<file path="config.mk">
export PLATFORM = sky130hd
export DESIGN_NAME = wb_result_sel
export DESIGN_NICKNAME = d
export VERILOG_FILES = /design/src/rtl/wb_result_sel.sv
export SDC_FILE = /design/constraint.sdc
export NUM_CORES = 1
export LEC_CHECK = 0
export ABC_AREA = 0
export CAP_MARGIN = 20
export CORE_MARGIN = 5
export CORE_UTILIZATION = 49
export CTS_BUF_LIST = sky130_fd_sc_hd__clkbuf_2 sky130_fd_sc_hd__clkbuf_4 sky130_fd_sc_hd__clkbuf_8
export DETAILED_ROUTE_END_ITERATION = 12
export HOLD_SLACK_MARGIN = 0.02
export MAX_ROUTING_LAYER = met4
export PLACE_DENSITY = 0.94
export SYNTH_ARGS = -nofsm -noshare
export SYNTH_HDL_FRONTEND = slang
export SYNTH_SLANG_ARGS = --single-unit
</file>
<file path="constraint.sdc">
create_clock -name clk -period 2.85 [get_ports clk]
set_input_delay 0.4275 -clock clk [delete_from_list [all_inputs] [get_ports clk]]
set_output_delay 0.4275 -clock clk [all_outputs]
set_load 0.005 [all_outputs]
</file>
<file path="src/rtl/wb_result_sel.sv">
// ============================================================================
// Module   : wb_result_sel
// Brief    : Registered writeback result selector with HI/LO ownership and
//            MFHI/MFLO stall on outstanding MULTU/DIVU operations.
// Revision : 1.0 - initial release
// ============================================================================
`default_nettype none

module wb_result_sel #(
    parameter int WIDTH           = 32,
    parameter int PEND_W          = 2,
    parameter bit ZERO_ON_ILLEGAL = 1'b1
) (
    input  logic              clk,
    input  logic              reset,
    input  logic              in_valid,
    output logic              in_ready,
    input  logic [5:0]        signal,
    input  logic [WIDTH-1:0]  alu_out,
    input  logic [WIDTH-1:0]  shifter_out,
    input  logic              mdu_start,
    input  logic              hilo_wr,
    input  logic [WIDTH-1:0]  hi_in,
    input  logic [WIDTH-1:0]  lo_in,
    output logic              out_valid,
    input  logic              out_ready,
    output logic [WIDTH-1:0]  data_out,
    output logic              out_err,
    output logic [PEND_W-1:0] pending
);

    localparam logic [5:0] c_ADD   = 6'b100000;
    localparam logic [5:0] c_SUB   = 6'b100010;
    localparam logic [5:0] c_AND   = 6'b100100;
    localparam logic [5:0] c_OR    = 6'b100101;
    localparam logic [5:0] c_SLT   = 6'b101010;
    localparam logic [5:0] c_SLL   = 6'b000000;
    localparam logic [5:0] c_SRL   = 6'b000010;
    localparam logic [5:0] c_MFHI  = 6'b010000;
    localparam logic [5:0] c_MFLO  = 6'b010010;
    localparam logic [5:0] c_MULTU = 6'b011001;
    localparam logic [5:0] c_DIVU  = 6'b011011;

    typedef enum logic [0:0] {
        RUN       = 1'b0,
        WAIT_HILO = 1'b1
    } state_t;

    state_t             r_state;
    state_t             w_state_nxt;
    logic               r_wait_hi;
    logic               w_wait_hi_nxt;
    logic               r_valid;
    logic               w_valid_nxt;
    logic               r_err;
    logic               w_err_nxt;
    logic [WIDTH-1:0]   r_data;
    logic [WIDTH-1:0]   w_data_nxt;
    logic [WIDTH-1:0]   r_hi;
    logic [WIDTH-1:0]   r_lo;
    logic [PEND_W-1:0]  r_pend;
    logic [PEND_W-1:0]  w_pend_nxt;

    logic               w_is_alu;
    logic               w_is_shift;
    logic               w_is_mf;
    logic               w_mf_hi;
    logic               w_is_md;
    logic               w_out_free;
    logic               w_pend_zero;
    logic               w_pend_max;
    logic               w_hilo_ok;
    logic               w_accept;
    logic               w_inc;
    logic               w_dec;
    logic [WIDTH-1:0]   w_hi_fwd;
    logic [WIDTH-1:0]   w_lo_fwd;
    logic               w_unused;

    // mdu_start is kept on the port list for compatibility only.
    assign w_unused = mdu_start;

    assign w_is_alu   = (signal == c_ADD) || (signal == c_SUB) || (signal == c_AND) ||
                        (signal == c_OR)  || (signal == c_SLT);
    assign w_is_shift = (signal == c_SLL) || (signal == c_SRL);
    assign w_is_mf    = (signal == c_MFHI) || (signal == c_MFLO);
    assign w_mf_hi    = (signal == c_MFHI);
    assign w_is_md    = (signal == c_MULTU) || (signal == c_DIVU);

    assign w_out_free  = !r_valid || out_ready;
    assign w_pend_zero = (r_pend == '0);
    assign w_pend_max  = &r_pend;
    // HI/LO is current now, either already settled or landing this very cycle.
    assign w_hilo_ok   = w_pend_zero || ((r_pend == PEND_W'(1)) && hilo_wr);
    assign w_hi_fwd    = hilo_wr ? hi_in : r_hi;
    assign w_lo_fwd    = hilo_wr ? lo_in : r_lo;

    assign in_ready = (r_state == RUN) && (w_is_md ? !w_pend_max : w_out_free);
    assign w_accept = in_valid && in_ready;

    assign w_inc      = w_accept && w_is_md;
    assign w_dec      = hilo_wr && !w_pend_zero;
    assign w_pend_nxt = r_pend + PEND_W'(w_inc) - PEND_W'(w_dec);

    always_comb begin
        w_state_nxt   = r_state;
        w_wait_hi_nxt = r_wait_hi;
        w_valid_nxt   = r_valid && !out_ready;
        w_data_nxt    = r_data;
        w_err_nxt     = r_err;
        case (r_state)
            RUN: begin
                if (w_accept) begin
                    if (w_is_alu) begin
                        w_valid_nxt = 1'b1;
                        w_data_nxt  = alu_out;
                        w_err_nxt   = 1'b0;
                    end else if (w_is_shift) begin
                        w_valid_nxt = 1'b1;
                        w_data_nxt  = shifter_out;
                        w_err_nxt   = 1'b0;
                    end else if (w_is_mf) begin
                        if (w_hilo_ok) begin
                            w_valid_nxt = 1'b1;
                            w_data_nxt  = w_mf_hi ? w_hi_fwd : w_lo_fwd;
                            w_err_nxt   = 1'b0;
                        end else begin
                            w_state_nxt   = WAIT_HILO;
                            w_wait_hi_nxt = w_mf_hi;
                        end
                    end else if (!w_is_md && ZERO_ON_ILLEGAL) begin
                        w_valid_nxt = 1'b1;
                        w_data_nxt  = '0;
                        w_err_nxt   = 1'b1;
                    end
                end
            end
            WAIT_HILO: begin
                if (w_out_free && w_hilo_ok) begin
                    w_valid_nxt = 1'b1;
                    w_data_nxt  = r_wait_hi ? w_hi_fwd : w_lo_fwd;
                    w_err_nxt   = 1'b0;
                    w_state_nxt = RUN;
                end
            end
            default: w_state_nxt = RUN;
        endcase
    end

    always_ff @(posedge clk) begin
        if (reset) begin
            r_state   <= RUN;
            r_wait_hi <= 1'b0;
            r_valid   <= 1'b0;
            r_data    <= '0;
            r_err     <= 1'b0;
            r_hi      <= '0;
            r_lo      <= '0;
            r_pend    <= '0;
        end else begin
            r_state   <= w_state_nxt;
            r_wait_hi <= w_wait_hi_nxt;
            r_valid   <= w_valid_nxt;
            r_data    <= w_data_nxt;
            r_err     <= w_err_nxt;
            r_pend    <= w_pend_nxt;
            if (hilo_wr) begin
                r_hi <= hi_in;
                r_lo <= lo_in;
            end
        end
    end

    assign out_valid = r_valid;
    assign data_out  = r_data;
    assign out_err   = r_err;
    assign pending   = r_pend;

endmodule

`default_nettype wire
</file>
### Yosys cells after proc, flatten, opt, wreduce, memory -nomap -nowiden

Cells that the tools add are included.
W data, S select, Z words.

| word-level totals | value |
|---|---|
| flip-flop bits (word level) | 102 |

| operators by class | value |
|---|---|
| $add $sub $neg | 2 |
| equality and inequality tests | 15 |
| muxes and demuxes | 36 |
| bitwise logic cells | 4 |
| reduce and logical (&&, ||, !) cells | 25 |

Operator list:

| kind | count |
|---|---|
| $mux W32 | 11 |
| $pmux W32 S2 | 1 |
| $eq A6 B6 Y1 const B | 5 |
| $eq A6 B5 Y1 const B | 4 |
| $mux W1 | 21 |
| $ne A5 B5 Y1 const B | 2 |
| $logic_or A1 B1 Y1 | 9 |
| $logic_and A1 B1 Y1 | 7 |
| $eq A6 B2 Y1 const B | 1 |
| $logic_not A6 Y1 | 1 |
| $pmux W1 S2 | 3 |
| $reduce_and A6 Y1 | 1 |
| $logic_not A1 Y1 | 4 |
| $not A1 Y1 | 4 |
| $reduce_and A4 Y1 | 1 |
| $add A2 B1 Y2 | 1 |
| $eq A2 B1 Y1 const B | 1 |
| $logic_not A2 Y1 | 1 |
| $ne A2 B1 Y1 const B | 1 |
| $ne A2 B2 Y1 const B | 1 |
| $reduce_and A2 Y1 | 1 |
| $sub A2 B1 Y2 | 1 |

### Depth between registers and ports, before layout

| logic depth | value |
|---|---|
| depth after elaboration | 9 |
| depth in mapped cells | 10 |

### Worst setup path before layout

OpenSTA, ideal clock, no wires.

| timing | value |
|---|---|
| kind | input to register |
| start | input signal[2] |
| end | register r_pend[1], in the netlist pending[1] |
| library setup time | 128 ps |
| data arrival time | 2242 ps |
| required time | 2722 ps |
| slack | 480 ps |
| stages on the path | 10 |
| path buffers | 0 |
| cells stage by stage | or3b_1 > or3_1 > and3_1 > nand2b_1 > ha_1 > inv_1 > ha_1 > xor2_1 > xnor2_1 > nor2_1 |

| on the way | value |
|---|---|
| longest elaborated chain between the ends | 8 |
| elaborated cells on any way between the ends | 9 |

Ends and longest elaborated chain:

| element | line | text |
|---|---|---|
| start: declaration | 18 | `input logic [5:0] signal,` |
| $eq A6 B5 Y1 | 88 | `assign w_is_md = (signal == c_MULTU) \|\| (signal == c_DIVU);` |
| $logic_or A1 B1 Y1 (*) | 88 |  |
| $mux W1 | 98 | `assign in_ready = (r_state == RUN) && (w_is_md ? !w_pend_max : w_out_free);` |
| $logic_and A1 B1 Y1 | 98 |  |
| $logic_and A1 B1 Y1 | 99 | `assign w_accept = in_valid && in_ready;` |
| $logic_and A1 B1 Y1 (*) | 101 | `assign w_inc = w_accept && w_is_md;` |
| $add A2 B1 Y2 (*) | 103 | `assign w_pend_nxt = r_pend + PEND_W'(w_inc) - PEND_W'(w_dec);` |
| $sub A2 B1 Y2 (*) | 103 |  |
| end signal: assignment | 166 | `r_pend <= w_pend_nxt;` |
| end: declaration | 61 | `logic [PEND_W-1:0] r_pend;` |

Mark *: on every way between the ends. The rest lies on a longest branch, timed or not.
A chain may end at the register's enable or synchronous reset.

### Worst setup path after layout

| timing | value |
|---|---|
| start | input signal[3] |
| end | output in_ready |

| on the way | value |
|---|---|
| longest elaborated chain between the ends | 4 |
| elaborated cells on any way between the ends | 5 |

Ends and longest elaborated chain:

| element | line | text |
|---|---|---|
| $eq A6 B5 Y1 | 88 |  |
| $logic_or A1 B1 Y1 (*) | 88 |  |
| $mux W1 (*) | 98 |  |
| $logic_and A1 B1 Y1 (*) | 98 |  |
| end: declaration | 17 | `output logic in_ready,` |

Marks and branches as above.

==> impl_results.md <==
* Distinct cells, synth at 41
* Most common cell in the netlist: dfxtp_1
* Drt initial violations at 425
* CTS tree: built
* Via Count at 5192
* Largest cells by area after synthesis: dfxtp_1, mux2i_1, mux4_2
* Tcrit/Tclk final at 94.5%
* Flop2flop setup slack at 720 ps
* DP Wirelength at 12.6 mm
* Reg area at 2040 um2
* Top Ports at 177
* Top Family by Delay on Critical Path: buffers and inverters
* Cell Area, Placed at 7690 um2
* Final Hold Slack at 463 ps
* CTS H-tree depth at 3
* Die Width at 119 um
* Worst vdd ir at 0.207 mV
* Initial Utilization at 50.6%
* Hold depth at 2
* Setup TNS at 0 ps
* GRT Util Overall at 25.1%
* Dpl ws at -88.6 ps
* Share of the synthesized area in the top cell type at 35.1%
* Routed vias/inst at 6.07
* Final WL at 17.5 mm
* Filler cells at 888
* Crit-path max cell delay at 500 ps
* Antenna diodes at 0
* TritonRoute pass-1 iters at 7
* Worst Hold Class: register to register
* Fin. max-slew vios at 0
* PortBufs at 175
* CTS Sinks at 102
* PD cells at 405 nW/um2
* Clock skew at 15.5 ps
* Finished Layout Cells at 855
* Final Hold Viols at 0
* First-pass GRT wire length at 28.4 mm
* Crit-path max FO at 3
* Drt wl/cell at 20.5 um
* Vias in the first global route at 5591
* Final Critical Period at 2690 ps
* DRC viols at 0
* Synthesis-to-layout area growth at 35.2%
* WP depth at 7
* Congestion Overflow GR at 0
* Yosys warning count at 0
* Crit path to: in_ready
* Final core occ at 68.4%
* Commonest cells in the netlist: dfxtp_1, mux2i_1, nand2_1
* Die area at 14200 um2
* Crit path cell chain: clkdlybuf4s50_1 -> or3b_4 -> or3_1 -> buf_4 -> nand2_1 -> nor2_1 -> dlygate4sd2_1
* Syn_nets at 697
* Inst Count DP at 839
* Area leader, netlist: dfxtp_1
* Setup crit start: signal[3]
* Achievable frequency at 371 MHz
* Clk_lat worst skew at 360 ps
* Core Area at 11500 um2
* RePlAce Congestion at 0.894
* Post-Synthesis Cells at 555
* Top_reg_cell synth: dfxtp_1
* Post-DRT Antenna Nets at 0
* Avg Cell Area, Syn at 10.5 um2
* Reg2reg start: pending[1]
* FF-to-FF path depth at 10
* CTS clk-pin slew, worst paths at 100 ps
* Seq cells post-synth at 102
* # setup viols final at 0
* WS Path Type: primary input to primary output
* WP buf/inv at 3
* Layout cell share with drive strength beyond 1 at 16.3%
* Worst slew margin relative to its limit at 50.5%
* Async SR Flop Fraction at 0%
* RSZ-0062 raised after global routing: false
* Worst-case clock buffer depth at 2
* Req. time, crit path at 2420 ps
* Number of core rows at 39
* Post-layout power at 3.19 mW
* Initial antenna violation count at 0
* Outcome: complete, no violations
* Largest net degree at the start of global routing at 70
* P_leak at 2.97 nW
* RR Endpoint: pending[1]
* Max-cap violations at 0
* CTS Root Cell: clkbuf_8
* Mapped cell area at 5820 um2
* Critical-path top delay cell: clkdlybuf4s50_1
* TritonCTS Buffers at 9
* Postcts setup bufs at 0
* Area of the multi-input gates at 3460 um2
* DIE HEIGHT at 119 um
* Startpoint types: primary input
* Sequential-to-total area share from yosys stat at 35.1%
* Slew @ Worst Pin at 743 ps
* Fin area at 7870 um2
* WP data arrival at 2270 ps
* Nets at 849
* Final worst slack at 156 ps
* CP endpoint kind: primary output
* Number of enable flip-flop cells after synthesis at 0
## cell usage in the layout (no fill, tap or decap), types with 2 or more instances in the layout
master           instances
mux2i_1                 98
clkbuf_8                10
buf_4                   15
a221oi_1                31
buf_12                   7
nor2b_1                  4
nor4_2                   2
inv_6                    3
mux4_2                  32
dfxtp_2                  2
dfxtp_1                100
inv_1                    3
ha_1                     2
a21oi_1                  3
a221o_1                 32
nor2_1                  68
nand2_1                 69
mux2_2                  32
clkinv_2                 2
clkdlybuf4s50_1        171
## where the power goes
part           leakage, nW  internal [mW]  switching, mW
clock network       0.0935          0.349          0.520
logic                 2.04          0.457          0.303
registers            0.837           1.50         0.0582
## cell type report
type | instances | area share, %
inverters | 4 | 0.191
multi-input cells | 394 | 44.0
repair buffers | 196 | 25.3
well taps | 143 | 2.27
clock buffers | 10 | 1.75
clock inverters | 6 | 0.556
flip-flops and latches | 102 | 26.0
## timing repair
| action | 4_1_cts | 5_1_grt |
|---|---|---|
| hold buffers | 0 | 0 |
| endpoints found under the setup margin | 1 | 0 |
| resized for setup | 2 | 0 |
## layer usage
layer	up-vias	share of wire, %	wire length, um	GRT usage [%]
li1	2384	-	-	-
met1	2571	40	7070	28.8
met2	213	52	9170	44.3
met3	24	5.6	989	4.55
met4	0	1.6	278	8.40
met5	-	0	0	-
## tightest hold or removal path: stages, from the launching register on
cell     delay, ps
dfxtp_1        320
nand2_1         50
mux2i_1         50
## cell families (layout without fill, tap and decap cells)
group / after synthesis / after routing / share of synthesized area (%)
xor+xnor: 2 / 2 / 0.301
buf+inv: 59 / 216 / 5.57
mux: 163 / 163 / 35.7
fa+ha+maj: 2 / 2 / 0.430
flops: 102 / 102 / 35.1
simple gates: 154 / 154 / 11.1
compound gates: 73 / 73 / 11.8
## how the worst min path moves through the flow
stage	start	endpoint
finish	data_out[21]	data_out[21]
global route	data_out[21]	data_out[21]
CTS	data_out[25]	data_out[25]
detailed placement	data_out[1]	data_out[1]
global placement	out_err	out_err
floorplan	data_out[0]	data_out[0]
## flip-flops by register name, indices dropped and copies added (netlist names)
name	flops
r_lo	32
r_hi	32
r_state	1
out_err	1
out_valid	1
pending	2
data_out	32
r_wait_hi	1
Power figures use the tool's default switching activity.
